===== src/rtl/cpu_pkg.sv =====
// Shared CPU types: opcode encoding, the IF/ID bubble word and the IF/ID register layout.
// No logic; types and constants only.
// Imported by the fetch stage and its pipeline register.
package cpu_pkg;

    // Opcode class encoding shared across the pipeline.
    typedef enum logic [3:0] {
        OP_PC_INIT = 4'd0,
        OP_ADDI    = 4'd1,
        OP_ADDS    = 4'd2,
        OP_BLT     = 4'd3,
        OP_B       = 4'd4,
        OP_CBZ     = 4'd5,
        OP_LDUR    = 4'd6,
        OP_LSL     = 4'd7,
        OP_LSR     = 4'd8,
        OP_MUL     = 4'd9,
        OP_STUR    = 4'd10,
        OP_SUBS    = 4'd11,
        OP_INV     = 4'd12
    } opcode_e;

    // Instruction word held in IF/ID while it carries a bubble.
    localparam logic [31:0] NOP_INSTR = 32'h0000_0000;

    // Sequential fetch stride in bytes.
    localparam logic [63:0] PC_STEP = 64'd4;

    // IF/ID pipeline register contents.
    typedef struct packed {
        logic [63:0] pc;
        logic [31:0] instr;
        logic        valid;
        logic        in_delay_slot;
    } if_id_t;

    // Bubble value: PC zero, NOP word, not valid, not a delay slot.
    function automatic if_id_t if_id_bubble(input logic [31:0] nop);
        if_id_t b;
        b.pc            = 64'd0;
        b.instr         = nop;
        b.valid         = 1'b0;
        b.in_delay_slot = 1'b0;
        return b;
    endfunction

endpackage


===== src/rtl/if_id_reg.sv =====
// IF/ID pipeline register with load enable; resets to the bubble value.
// Latency: one cycle from d to q when enabled.
// Backpressure: enable low holds the current contents unchanged.
module if_id_reg
    import cpu_pkg::*;
#(
    parameter logic [31:0] BUBBLE_INSTR = 32'h0000_0000
) (
    input  logic   clk,
    input  logic   reset,
    input  logic   en,
    input  if_id_t d,
    output if_id_t q
);

    // Capture the fetched instruction when enabled; async reset to a bubble.
    always_ff @(posedge clk or posedge reset) begin
        if (reset) begin
            q <= if_id_bubble(BUBBLE_INSTR);
        end else if (en) begin
            q <= d;
        end
    end

endmodule


===== src/rtl/fetch_pc_unit.sv =====
// Fetch stage: PC register, PC+4, next-PC select with one branch delay slot, IF/ID register, fetch counter.
// Latency: one cycle from imem fetch to ID; imem_addr is the PC register directly.
// Backpressure: stall freezes PC, IF/ID and counter; a branch held in ID is honoured once on release.
module fetch_pc_unit #(
    parameter logic [63:0] PC_INIT   = 64'd0,
    parameter logic [31:0] NOP_INSTR = cpu_pkg::NOP_INSTR,
    parameter int          CNT_W     = 32
) (
    input  logic             clk,
    input  logic             reset,
    input  logic             stall,
    input  logic             br_taken,
    input  logic [63:0]      pc_br,
    output logic [63:0]      imem_addr,
    input  logic [31:0]      imem_instr,
    output logic [63:0]      pc_out,
    output logic [31:0]      instr_id,
    output logic             valid_id,
    output logic             in_delay_slot,
    output logic [CNT_W-1:0] fetch_cnt
);
    import cpu_pkg::*;

    logic [63:0]      pc;
    logic [63:0]      pc_plus4;
    logic [63:0]      pc_next;
    logic             br_eff;
    logic             advance;
    if_id_t           id_d;
    if_id_t           id_q;

    // A branch only counts when ID holds a real instruction and the pipe moves;
    // a stalled branch stays in ID and is re-presented on the next free cycle.
    always_comb begin
        advance  = ~stall;
        br_eff   = br_taken & id_q.valid & advance;
        pc_plus4 = pc + PC_STEP;
        pc_next  = br_eff ? pc_br : pc_plus4;
    end

    // The instruction fetched alongside a taken branch is its delay slot:
    // it always enters ID and is tagged so downstream logic can see it.
    always_comb begin
        id_d               = if_id_bubble(NOP_INSTR);
        id_d.pc            = pc;
        id_d.instr         = imem_instr;
        id_d.valid         = 1'b1;
        id_d.in_delay_slot = br_eff;
    end

    // Architectural PC: target after the delay slot, otherwise sequential.
    always_ff @(posedge clk or posedge reset) begin
        if (reset) begin
            pc <= PC_INIT;
        end else if (advance) begin
            pc <= pc_next;
        end
    end

    // Debug counter of instructions accepted into IF/ID, wraps naturally.
    always_ff @(posedge clk or posedge reset) begin
        if (reset) begin
            fetch_cnt <= '0;
        end else if (advance) begin
            fetch_cnt <= fetch_cnt + CNT_W'(1);
        end
    end

    if_id_reg #(
        .BUBBLE_INSTR (NOP_INSTR)
    ) u_if_id (
        .clk   (clk),
        .reset (reset),
        .en    (advance),
        .d     (id_d),
        .q     (id_q)
    );

    assign imem_addr     = pc;
    assign pc_out        = id_q.pc;
    assign instr_id      = id_q.instr;
    assign valid_id      = id_q.valid;
    assign in_delay_slot = id_q.in_delay_slot;

endmodule

===== config.mk =====
export PLATFORM = sky130hd
export DESIGN_NAME = fetch_pc_unit
export DESIGN_NICKNAME = d
export VERILOG_FILES = /design/src/rtl/cpu_pkg.sv /design/src/rtl/if_id_reg.sv /design/src/rtl/fetch_pc_unit.sv
export SDC_FILE = /design/constraint.sdc
export NUM_CORES = 1
export LEC_CHECK = 0
export CAP_MARGIN = 20
export CORE_UTILIZATION = 47
export DETAILED_ROUTE_END_ITERATION = 10
export PLACE_DENSITY = 0.81
export SLEW_MARGIN = 10
export SYNTH_ARGS = -nofsm -noshare
export SYNTH_HDL_FRONTEND = slang
export SYNTH_SLANG_ARGS = --single-unit

===== constraint.sdc =====
create_clock -name clk -period 9.2 [get_ports clk]
set_input_delay 2.3 -clock clk [delete_from_list [all_inputs] [get_ports clk]]
set_output_delay 2.3 -clock clk [all_outputs]
set_load 0.005 [all_outputs]

Word level (Yosys, flattened, before mapping)

Index checks and enable logic that the tools add are counted.

Word-level logic and storage cells: 12
Bits of input ports: 100
Output and inout port bits: 194
Register bits after elaboration: 194

Muxes and demuxes: 1
Add/subtract/negate cells: 2
Bitwise operators: 3

Operator list:

| operator                                      | number |
|---|---|
| adder 64 x 3 -> 64 bit, second input constant | 1 |
| two-way mux 64 bit                            | 1 |
| adder 32 x 1 -> 32 bit, second input constant | 1 |
| bitwise AND 1 bit                             | 2 |
| inverter 1 bit                                | 1 |

Depth between registers and ports, before layout

Gate-level depths: netlist (run 1).

Depth in word-level cells: 3
Mapped depth: 8
Gate-level depth less buffers: 6

Cells and area by module

A second synthesis (run 1) with hierarchy kept.

Cell total of the unflattened synthesis: 882
Area, all modules: 9660.5 µm²

By module, submodules not included:

| module        | instances | seq. area each (µm²) | area each (µm²) | cells each |
|---|---|---|---|---|
| fetch_pc_unit | 1         | 2402.3               | 5945.7          | 674 |
| if_id_reg     | 1         | 2452.4               | 3714.8          | 208 |

Least setup slack after synthesis (run 1)

OpenSTA, ideal clock, no wires.

Kind: input -> register
Start point: input stall
End point: register u_if_id.q[10] in the netlist's numbering
Required time: 9.075 ns
Path buffers: 3
Path slack: 5.543 ns
Library setup time: 0.125 ns
Arrival: 3.533 ns
Cell stages on the path: 4
Path through: clkbuf_1 clkbuf_1 clkbuf_1 mux2_2

RTL lines:

| element              | RTL line            | RTL |
|---|---|---|
| from (decl)          | fetch_pc_unit.sv:11 | `input logic stall,` |
| to (signal assigned) | if_id_reg.sv:19     | `q <= if_id_bubble(BUBBLE_INSTR);` |
| to (decl)            | if_id_reg.sv:13     | `output if_id_t q` |

No word-level cell between the ends.

Final worst setup path (run 1)

Start point: input br_taken
End point: register pc[57], in the netlist imem_addr[57]

Cells in the longest elaborated chain, start to end: 3

Ends and longest elaborated chain:

| element                         | RTL line            | RTL |
|---|---|---|
| from (decl)                     | fetch_pc_unit.sv:12 | `input logic br_taken,` |
| bitwise AND 1 bit (2 in series) | fetch_pc_unit.sv:36 | `br_eff = br_taken & id_q.valid & advance;` |
| two-way mux 64 bit              | fetch_pc_unit.sv:38 | `pc_next = br_eff ? pc_br : pc_plus4;` |
| to (signal assigned)            | fetch_pc_unit.sv:56 | `pc <= pc_next;` |
| to (decl)                       | fetch_pc_unit.sv:24 | `logic [63:0] pc;` |

No other way between the ends.
A chain may end at the register's enable or synchronous reset.

==> results of run 1 <==
==> worst max-delay path by stage <==
stage	startpoint	to	slack (ns)	depth (start not counted)
6_report	br_taken	imem_addr[57]	4.73	7
5_1_grt	br_taken	imem_addr[57]	4.57	7
4_1_cts	br_taken	imem_addr[57]	4.77	7
3_5_place_dp	br_taken	imem_addr[57]	4.32	7
3_3_place_gp	br_taken	imem_addr[57]	4.38	7
2_1_floorplan	reset	fetch_cnt[0]	1.62	1
==> worst reg2reg max path: cells and delay by family (launching register included) <==
kind            cells  cell delay [ns]
flops               1             0.54
fa+ha+maj           1             0.25
compound gates      1             0.15
simple gates        4             1.90
==> layout make-up <==
| type | instances | area (um^2) | share of cell area |
|---|---|---|---|
| Multi-Input combinational cell | 608 | 4150 | 0.321 |
| Tap cell | 265 | 332 | 0.0256 |
| Inverter | 10 | 45.0 | 0.00348 |
| Clock buffer | 18 | 429 | 0.0332 |
| Sequential cell | 194 | 4850 | 0.375 |
| Timing Repair Buffer | 301 | 3000 | 0.232 |
| Clock inverter | 14 | 126 | 0.00977 |
==> sequential cells by signal, indices dropped and copies added (netlist names) <==
signal,flops
u_if_id.q,98
imem_addr,64
fetch_cnt,32
==> power breakdown <==
group          leakage [nW]  internal [mW]  switching (mW)
combinational          2.55          0.353           0.205
sequential             2.30          0.972           0.140
clock                 0.260          0.355           0.352
total                  5.11           1.68           0.697
==> stage by stage <==
stage	hold WS, ns	utilization	cells	worst slack [ns]
final	0.483	0.667	1410	4.73
after CTS	0.490	0.666	1408	4.77
after global routing	0.506	0.667	1410	4.57
after floorplan	0.468	-	869	1.62
after global placement	0.465	0.637	1376	4.38
after detailed placement	0.473	0.637	1376	4.32
==> kinds of logic after synthesis <==
| logic type | Yosys count | synth area share |
|---|---|---|
| flip-flops | 194 | 0.524 |
| buffers and inverters | 67 | 0.0297 |
| AO/OA/AOI/OAI | 170 | 0.121 |
| XOR/XNOR | 31 | 0.0293 |
| multiplexers | 93 | 0.113 |
| adder cells (fa/ha/maj) | 2 | 0.00270 |
| AND/OR/NAND/NOR | 312 | 0.181 |
==> metal layers <==
layer | up-vias | GRT usage | share of wire
met2 | 378 | 0.459 | 0.50
met5 | - | 0 | 0
met3 | 22 | 0.0811 | 0.093
li1 | 3760 | - | -
met4 | 0 | 0.0696 | 0.013
met1 | 4022 | 0.349 | 0.40
==> placed cells by master, fill, tap and decap left out, types with 5 or more instances in the layout <==
cell type,n
clkdlybuf4s50_1,292
dfrtp_1,194
mux2_2,89
nand2_1,63
nor2_1,56
nand3_1,49
a21oi_1,48
o21ai_0,33
nand4_1,29
xnor2_1,24
and3_1,24
nor3_1,24
nor4_1,18
clkbuf_16,17
o22ai_1,14
and4_1,13
a311oi_1,13
o22a_1,12
inv_1,9
a31oi_1,9
xor2_1,7
or3_1,7
a211oi_1,6
buf_4,6
and2_1,5
==> results.yml, run 1 <==
outcome:
  run_status: "finished clean"
routing:
  viasPerCell: 5.80
  drt-initial-drc-count: 650
  totalWireLength_um: 27300
  wl_per_cell_um: 19.4
  vias: 8182
  ant_nets: 0
  drt_pass1_iterations: 7
  drc: 0
worst_setup_path:
  r2r-start: "imem_addr[3]"
  path_max_fanout: 62
  ff2ff_setup_slack_ns: 6.23
  cp.required_ns: 9.52
  cp_cell_sequence: "clkdlybuf4s50_1 -> and2_2 -> buf_4 -> nand2_1 -> o22ai_1 -> a21oi_1 -> mux2_1"
  r2r-end: "imem_addr[62]"
  start_kind: "input pin"
  crit_family: "buffers and inverters"
  critical_path_class: "input pin to flip-flop"
  critPathCaptureType: "flip-flop"
  worst-r2r-cell-count: 6
  arrival_ns: 4.79
  critPathBufInv: 2
  cpMaxStageDelayCell: "nand2_1"
  cpPeakStageDelay_ns: 0.60
floorplanning:
  io_pins: 294
  coreArea_mm2: 0.0194
  fp.dieH_um: 142
  die_area_mm2: 0.0203
  std_cell_rows: 51
  die_w_um: 142
  start_util: 0.478
synthesis:
  synthesis.nets: 971
  synth.area.top_cells: "dfrtp_1, mux2_2, nand3_1"
  synthCells: 869
  yosysSeqAreaShare: 0.524
  yosys_warnings: 0
  synthFlopType: "dfrtp_1"
  synth_commonest_cells: "dfrtp_1, mux2_2, nand2_1"
  yosysUniqueCellTypes: 65
  synth.most_common_cell: "dfrtp_1"
  synthArstFlopShare: 1.00
  netlist_area_mm2: 0.00927
  synth_area_per_cell_um2: 10.7
  synth_edf_count: 0
  synth-seq-cells: 194
  synth_top_cell_area_share: 0.524
  synth_area_leader_cell: "dfrtp_1"
clock_network:
  htreeDepth: 4
  post_cts_buffers: 0
  cts.sinks: 194
  cts_hold_buffers: 0
  clock_latency_ns: 0.43
  cts_buffer_depth: 2
  ctsResizeCount: 0
  clk_pin_slew_ns: 0.07
  numCtsBuffers: 17
  clock-root-buffer: "clkbuf_16"
  cts_tree: "done"
sta:
  relSlewSlack: 0.358
  clock_skew_ns: 0.00868
  rsz0062_at_grt: "no"
  min_period_over_period: 0.486
  setup_viol: 0
  final-hold-violation-count: 0
  tns_ns: 0
  period_minus_slack_ns: 4.47
  slew_viol_final: 0
  worst_pin_slew_ns: 0.964
  fmax_ghz: 0.224
grt:
  grt_max_degree: 118
  antenna_found_initial: 1
  gr-total-overflow: 0
  grt_pass1_wl_um: 42900
  track_usage: 0.275
  grt_pass1_vias: 7807
power:
  power_density_mw_per_mm2: 184
  p_total_mw: 2.38
  p_leak_nw: 5.11
  peakVddDrop_v: 0.000145
placement:
  postPlaceCellArea_mm2: 0.0124
  gp_congestion: 0.892
  hpwl_um: 19100
  io_buffers: 293
cells_and_area:
  area_delta_synth_final_pct: 39.6
  antenna_cells: 0
  stdcell_area_mm2: 0.0129
  fillers: 1538
  nets: 1234
  layout-drive-gt1-share: 0.124
flow_run:
  cap_violations: 0
worst_hold_path:
  whs_endpoint: "u_if_id.q[86]"
  hold_class: "flip-flop to flip-flop"
  min_path_cells: 2
  min_from: "u_if_id.q[86]"
No activity file was read; power rests on OpenSTA's default activity.
==> run 2, diff against run 1 <==
==> constraint.sdc (replaced) <==
create_clock -name clk -period 4.6 [get_ports clk]
set_input_delay 1.15 -clock clk [delete_from_list [all_inputs] [get_ports clk]]
set_output_delay 1.15 -clock clk [all_outputs]
set_load 0.005 [all_outputs]
==> results.yml, run 2 (synthesized netlist as in run 1, its figures left out) <==
floorplanning:
  coreArea_mm2: 0.0194
  start_util: 0.478
  die_w_um: 142
  io_pins: 294
  die_area_mm2: 0.0203
  fp.dieH_um: 142
  std_cell_rows: 51
clock_network:
  numCtsBuffers: 17
  clock_latency_ns: 0.43
  clock-root-buffer: "clkbuf_16"
  ctsResizeCount: 0
  clk_pin_slew_ns: 0.07
  cts.sinks: 194
  cts_buffer_depth: 2
  cts_tree: "done"
  htreeDepth: 4
  cts_hold_buffers: 0
  post_cts_buffers: 0
placement:
  hpwl_um: 19800
  io_buffers: 293
  gp_congestion: 0.905
power:
  p_total_mw: 4.86
  power_density_mw_per_mm2: 373
  peakVddDrop_v: 0.000283
  p_leak_nw: 5.17
cells_and_area:
  largest_reg_flops: 98
  layout_common_cells: "clkdlybuf4s50_1, dfrtp_1, mux2_2"
  fillers: 1552
  layout_commonest_cell: "clkdlybuf4s50_1"
  antenna_cells: 0
  nets: 1239
  top_register: "u_if_id.q"
  area_delta_synth_final_pct: 40.7
  layout-drive-gt1-share: 0.128
worst_setup_path:
  critical_path_class: "input pin to flip-flop"
  critPathCaptureType: "flip-flop"
  path_max_fanout: 21
  start_kind: "input pin"
  cp.required_ns: 4.91
  timing.critical_path.from: "br_taken"
  r2r-end: "imem_addr[62]"
  ff2ff_setup_slack_ns: 1.65
  arrival_ns: 3.30
  worst-r2r-cell-count: 6
  r2r-start: "imem_addr[3]"
sta:
  worst_pin_slew_ns: 0.952
  rsz0062_at_grt: "no"
  min_period_over_period: 0.650
  relSlewSlack: 0.359
  tns_ns: 0
  slew_viol_final: 0
  final-hold-violation-count: 0
  period_minus_slack_ns: 2.99
  fmax_ghz: 0.334
  setup_viol: 0
  clock_skew_ns: 0.00920
routing:
  totalWireLength_um: 27600
  drc: 0
  drt_pass1_iterations: 5
  drt-initial-drc-count: 714
  vias: 8206
  ant_nets: 0
  wl_per_cell_um: 19.5
  viasPerCell: 5.80
grt:
  grt_pass1_vias: 7793
  antenna_found_initial: 0
  grt_max_degree: 139
  grt_pass1_wl_um: 43000
  gr-total-overflow: 0
  track_usage: 0.275
worst_hold_path:
  min_path_cells: 1
  whs_endpoint: "fetch_cnt[31]"
  min_from: "fetch_cnt[31]"
  hold_class: "flip-flop to flip-flop"
outcome:
  run_status: "finished clean"
flow_run:
  cap_violations: 0
run 2: changes by cell type in the layout (fill, tap and decap cells not counted), sizes merged:
cell      change
bufinv        +2
clkinvlp      -2
inv           -3
buf           +5
clkbuf        +2
run 2: critical path, cell delays in order:
cell,delay (ns)
clkdlybuf4s50_1,0.48
and2_2,0.41
nand2_1,0.52
o22ai_1,0.34
a21oi_1,0.06
mux2_1,0.31
run 2: area by class of cell:
type	count	area, um^2	share of cell area
Clock inverter	11	129	0.00988
Multi-Input combinational cell	608	4150	0.318
Inverter	10	41.3	0.00317
Clock buffer	20	467	0.0358
Timing Repair Buffer	306	3070	0.235
Sequential cell	194	4850	0.372
Tap cell	265	332	0.0254
run 2: per-stage QoR:
| stage | area, um^2 | cells | hold WS, ns | util | setup slack [ns] |
|---|---|---|---|---|---|
| floorplan | 9270 | 869 | 0.468 | - | 0.946 |
| global placement | 12400 | 1383 | 0.465 | 0.642 | 1.27 |
| detailed placement | 12400 | 1383 | 0.469 | 0.642 | 1.22 |
| CTS | 13000 | 1414 | 0.481 | 0.672 | 1.65 |
| global route | 13000 | 1414 | 0.491 | 0.672 | 1.49 |
| finish | 13000 | 1414 | 0.477 | 0.672 | 1.61 |
run 2: layer usage:
layer  up-vias  track usage  wire length, um
li1       3769            -                -
met1      4028        0.352            11100
met2       363        0.452            13400
met3        46       0.0723             2500
met4         0       0.0900              631
met5         -            0                0
run 2: where the power goes:
group          switching (mW)  internal, mW  leakage [nW]
Sequential              0.286          1.94          2.30
Combinational           0.411         0.710          2.57
Clock                   0.660         0.847         0.294
Total                    1.36          3.50          5.17
run 2: how the worst max path moves through the flow:
stage | cells after the start | endpoint
4_1_cts | 6 | imem_addr[62]
6_report | 6 | imem_addr[57]
3_5_place_dp | 6 | imem_addr[57]
3_3_place_gp | 6 | imem_addr[57]
5_1_grt | 6 | imem_addr[57]
2_1_floorplan | 1 | fetch_cnt[0]
